### config.mk
export PLATFORM = sky130hd
export DESIGN_NAME = mem_port_arbiter
export DESIGN_NICKNAME = d
export VERILOG_FILES = /design/src/rtl/cpu_mem_pkg.sv /design/src/rtl/starve_counter.sv /design/src/rtl/mem_port_arbiter.sv
export SDC_FILE = /design/constraint.sdc
export NUM_CORES = 1
export LEC_CHECK = 0
export ABC_AREA = 1
export BUFFER_PORTS_ARGS = -buffer_cell sky130_fd_sc_hd__buf_2
export CORE_AREA = 2 2 153 155
export DETAILED_ROUTE_END_ITERATION = 8
export DIE_AREA = 0 0 155 157
export PLACE_DENSITY = 0.49
export SYNTH_ARGS = -nofsm -noshare
export SYNTH_HDL_FRONTEND = slang
export SYNTH_SLANG_ARGS = --single-unit
### constraint.sdc
create_clock -name clk -period 3.76 [get_ports clk]
set_input_delay 0.376 -clock clk [delete_from_list [all_inputs] [get_ports clk]]
set_output_delay 0.376 -clock clk [all_outputs]
set_load 0.005 [all_outputs]
### src/rtl/cpu_mem_pkg.sv
// Shared types for the CPU memory-port arbiter: FSM states and owner encoding.
// Pure declarations; no timing or flow-control behaviour.
package cpu_mem_pkg;

  typedef enum logic [1:0] {
    IDLE  = 2'd0,
    ISSUE = 2'd1,
    WAIT  = 2'd2,
    RESP  = 2'd3
  } arb_state_t;

  localparam logic OWNER_IF = 1'b0;
  localparam logic OWNER_D  = 1'b1;

endpackage

### src/rtl/starve_counter.sv
// Saturating count of lost fetch arbitrations; at_max forces the next fetch win.
// Updates one cycle after inc/clr; clr has priority; no backpressure.
module starve_counter #(
  parameter int MAX = 4
) (
  input  logic clk,
  input  logic reset,
  input  logic inc,
  input  logic clr,
  output logic at_max
);

  localparam int W = $clog2(MAX + 1);

  logic [W-1:0] cnt;

  always_ff @(posedge clk) begin
    if (reset) begin
      cnt <= '0;
    end else if (clr) begin
      cnt <= '0;
    end else if (inc && (cnt != W'(MAX))) begin
      cnt <= cnt + 1'b1;
    end
  end

  assign at_max = (cnt == W'(MAX));

endmodule

### src/rtl/mem_port_arbiter.sv
// Arbitrates fetch vs data onto one memory port: gnt 1 cycle after request, rvalid MEM_LAT later.
// One access per MEM_LAT+2 cycles; data has priority, the loser holds req until it wins.
module mem_port_arbiter
  import cpu_mem_pkg::*;
#(
  parameter int ADDR_W   = 32,
  parameter int DATA_W   = 64,
  parameter int MEM_LAT  = 2,
  parameter int MAX_WAIT = 4
) (
  input  logic              clk,
  input  logic              reset,
  input  logic              if_req,
  input  logic [ADDR_W-1:0] if_addr,
  output logic              if_gnt,
  output logic              if_rvalid,
  output logic [31:0]       if_rdata,
  input  logic              d_req,
  input  logic              d_we,
  input  logic [ADDR_W-1:0] d_addr,
  input  logic [DATA_W-1:0] d_wdata,
  output logic              d_gnt,
  output logic              d_rvalid,
  output logic [DATA_W-1:0] d_rdata,
  output logic              mem_en,
  output logic              mem_we,
  output logic [ADDR_W-1:0] mem_addr,
  output logic [DATA_W-1:0] mem_wdata,
  input  logic [DATA_W-1:0] mem_rdata,
  output logic              busy,
  output logic              owner
);

  localparam int CNT_W = $clog2(MEM_LAT + 1);

  arb_state_t        state;
  logic [CNT_W-1:0]  wait_cnt;
  logic [ADDR_W-1:0] addr_q;
  logic [DATA_W-1:0] wdata_q;
  logic              we_q;
  logic              owner_q;

  logic arb;
  logic at_max;
  logic d_win;
  logic if_win;

  // Data wins ties unless fetch has already lost MAX_WAIT times in a row.
  assign arb    = (state == IDLE) && (if_req || d_req);
  assign d_win  = d_req && !(if_req && at_max);
  assign if_win = if_req && !d_win;

  starve_counter #(.MAX(MAX_WAIT)) u_starve (
    .clk    (clk),
    .reset  (reset),
    .inc    (arb && if_req && d_win),
    .clr    (arb && if_win),
    .at_max (at_max)
  );

  always_ff @(posedge clk) begin
    if (reset) begin
      state    <= IDLE;
      wait_cnt <= '0;
      addr_q   <= '0;
      wdata_q  <= '0;
      we_q     <= 1'b0;
      owner_q  <= OWNER_IF;
    end else begin
      case (state)
        IDLE: begin
          if (arb) begin
            owner_q <= d_win ? OWNER_D : OWNER_IF;
            addr_q  <= d_win ? d_addr : if_addr;
            we_q    <= d_win && d_we;
            wdata_q <= d_win ? d_wdata : '0;
            state   <= ISSUE;
          end
        end
        ISSUE: begin
          wait_cnt <= CNT_W'(MEM_LAT - 1);
          state    <= (MEM_LAT > 1) ? WAIT : RESP;
        end
        WAIT: begin
          wait_cnt <= wait_cnt - 1'b1;
          if (wait_cnt == CNT_W'(1)) state <= RESP;
        end
        RESP: begin
          state <= IDLE;
        end
        default: state <= IDLE;
      endcase
    end
  end

  assign busy      = (state != IDLE);
  assign owner     = owner_q;
  assign mem_addr  = addr_q;
  assign mem_wdata = wdata_q;
  assign mem_en    = (state == ISSUE);
  assign mem_we    = mem_en && we_q;
  assign if_gnt    = mem_en && (owner_q == OWNER_IF);
  assign d_gnt     = mem_en && (owner_q == OWNER_D);
  assign if_rvalid = (state == RESP) && (owner_q == OWNER_IF);
  assign d_rvalid  = (state == RESP) && (owner_q == OWNER_D);
  // A completed store reports rvalid with zero data.
  assign if_rdata  = if_rvalid ? mem_rdata[31:0] : '0;
  assign d_rdata   = (d_rvalid && !we_q) ? mem_rdata : '0;

endmodule

==> results.json <==
{
  "status": "finished, final reports clean",
  "place_hpwl_mm": 16.7,
  "cts_resized": 0,
  "required_ns": 3.38,
  "finalHoldViolations": 0,
  "drc": 0,
  "die_y_um": 157,
  "leakage_nw": 4.50,
  "setup_viol": 0,
  "rsz0062_at_grt": "no",
  "tightest_slew_ns": 1.14,
  "power.density_nw_per_um2": 533,
  "cap_violations": 0,
  "grt_pass1_vias": 5968,
  "cts_tree": "done",
  "grt_usage_pct": 17.5,
  "critPathSlowestCell": "or2_2",
  "drt_first_pass_iters": 4,
  "layout_min_cycle_time_ns": 2.52,
  "finClkSkew_ns": 0.00905,
  "endpoint_kind": "output port",
  "synth_area_leaders": "dfxtp_1 40%, nand2_1 10%, inv_1 10%",
  "synth_edf_count": 0,
  "criticalPathCategory": "register to output port",
  "io_pins": 397,
  "coreArea_sq_um": 22500,
  "portBuffers": 396,
  "hold-path-cell-count": 3,
  "cts_setup_buffers": 0,
  "fillers": 2571,
  "synth.distinct_cells": 19,
  "grt_pass1_wl_mm": 33.4,
  "place_congestion": 0.872,
  "avgSynthCellArea_sq_um": 6.50,
  "r2r_cells": 8,
  "syn_to_final_growth_pct": 45.9,
  "place_area_sq_um": 7410,
  "vdd.ir_drop.worst_uv": 257,
  "grt_antenna_before_repair": 5,
  "cts.clk_slew.worst_paths_ns": 0.08,
  "initial_core_util_pct": 23.5,
  "via_count": 6349,
  "worstSkewPairLatency_ns": 0.35,
  "wl_mm": 22.6,
  "final_cell_mix": "394 x buf_2, 146 x nand2_1, 144 x inv_1",
  "drt-initial-drc-count": 337,
  "cp.depth": 5,
  "min_period_over_period_pct": 67.1,
  "cts_root_buffer": "clkbuf_16",
  "path_buf_inv": 1,
  "yosysSeqAreaShare_pct": 39.7,
  "yosys.area.top_type": "dfxtp_1",
  "avgViaCountPerCell": 4.36,
  "critical_path.top_delay_family": "simple AND/OR/NAND/NOR gates",
  "min_path_type": "primary input to register",
  "fin_area_sq_um": 7730,
  "htree_levels": 3,
  "fmax_ghz": 0.396,
  "synthesis.area_sq_um": 5300,
  "crit_fanout": 64,
  "ctsLongestPathBuffers": 2,
  "slew_violations": 0,
  "async_flop_share_pct": 0,
  "synthesis.instances": 815,
  "setup_tns_ns": 0,
  "path_cells": "ha_1 > nand2_1 > or2_2 > nor2_1 > buf_2",
  "drive_gt1_share_pct": 36.4,
  "crit_path_start_kind": "register",
  "relSlewSlack_pct": 24.2,
  "critPathMaxStageDelay_ns": 0.85,
  "ys.flop_type": "dfxtp_1",
  "synth_seq_cells": 105,
  "cts_sinks": 105,
  "numCtsBuffers": 9,
  "cp.arrival_ns": 2.15,
  "ctsHoldBuffers": 0,
  "final_common_cell": "buf_2",
  "grt_max_degree": 99,
  "synth_top_area_share_pct": 39.7,
  "syn_nets": 1019,
  "layout.nets": 1367,
  "ant_nets": 0,
  "dieArea_sq_um": 24300,
  "rows": 55,
  "yosys_warnings": 0,
  "grt_overflow": 0,
  "die_w_um": 155,
  "drt-wirelength-per-cell_um": 15.5
}
-- worst paths after layout --
| kind | start | to | slack (ns) |
|---|---|---|---|
| setup / recovery | state[0]$_SDFFE_PP0P_ | d_rdata[46] | 1.24 |
| hold / removal | d_wdata[11] | mem_wdata[11]$_SDFFE_PP0P_ | 0.29 |
| setup reg to reg | u_starve.cnt[0]$_SDFFE_PP0P_ | mem_addr[4]$_SDFFE_PP0P_ | 1.65 |
| hold reg to reg | mem_wdata[40]$_SDFFE_PP0P_ | mem_wdata[40]$_SDFFE_PP0P_ | 0.46 |
-- flip-flops by register name (all words and copies together), names as in the netlist --
name	flops
mem_wdata	64
mem_addr	32
u_starve.cnt	3
state	2
wait_cnt	2
owner	1
we_q	1
-- per-layer routing --
layer | part of all wire [%] | GRT usage (%) | vias to the layer above
li1 | - | - | 3257
met1 | 40 | 19.8 | 2842
met2 | 52 | 32.5 | 228
met3 | 6.1 | 3.96 | 22
met4 | 1.8 | 5.47 | 0
met5 | 0 | 0 | -
-- synth_stat cells, types with 5 or more instances --
cell type / n
a21oi_1: 104
buf_1: 5
buf_2: 28
buf_4: 6
clkbuf_1: 27
dfxtp_1: 105
ha_1: 7
inv_1: 144
nand2_1: 146
nand3_1: 66
nand4_1: 66
nor2_1: 101
-- stage by stage --
step           std cells  hold WS [ns]  total power (W)  util [%]  setup WS, ns
2_1_floorplan        815         0.446          0.00250         -          2.14
3_3_place_gp        1437         0.451          0.00316      32.9          1.62
3_5_place_dp        1437         0.453          0.00316      32.9          1.57
4_1_cts             1453         0.274          0.00420      34.3          1.18
5_1_grt             1455         0.285          0.00445      34.4         0.989
6_report            1455         0.290          0.00412      34.4          1.24
-- power by group --
group	leakage [nW]	internal (W)	switching [W]
combinational	3.49	0.000620	0.000986
sequential	0.863	0.00138	0.000130
clock	0.147	0.000544	0.000465
-- cells by family after synthesis --
| logic type | share of synthesized area (%) |
|---|---|
| xor gates and xnor gates | 0.165 |
| AOI/OAI and AO/OA | 10.5 |
| adders and majority gates | 1.65 |
| buffers and inverters | 16.0 |
| DFF | 39.7 |
| and+or+nand+nor | 31.9 |
-- worst reg2reg max path: stages (launching register included) --
cell and delay (ns):
dfxtp_1 0.36, inv_1 0.06, ha_1 0.23, nand3_4 0.38
buf_4 0.61, nand3_1 0.18, nand3_1 0.12, nand2_1 0.07
inv_1 0.05
-- layout make-up --
cell class,instances,area (sq um),area share (%)
multi-input cells,499,2360,30.5
flip-flops and latches,105,2100,27.2
repair buffers,403,2050,26.5
inverters,145,544,7.04
well taps,285,357,4.61
clock buffers,10,239,3.09
clock inverters,6,73.8,0.955
diodes,2,5.00,0.0647
Note: power is estimated with default switching activity, not from simulation.
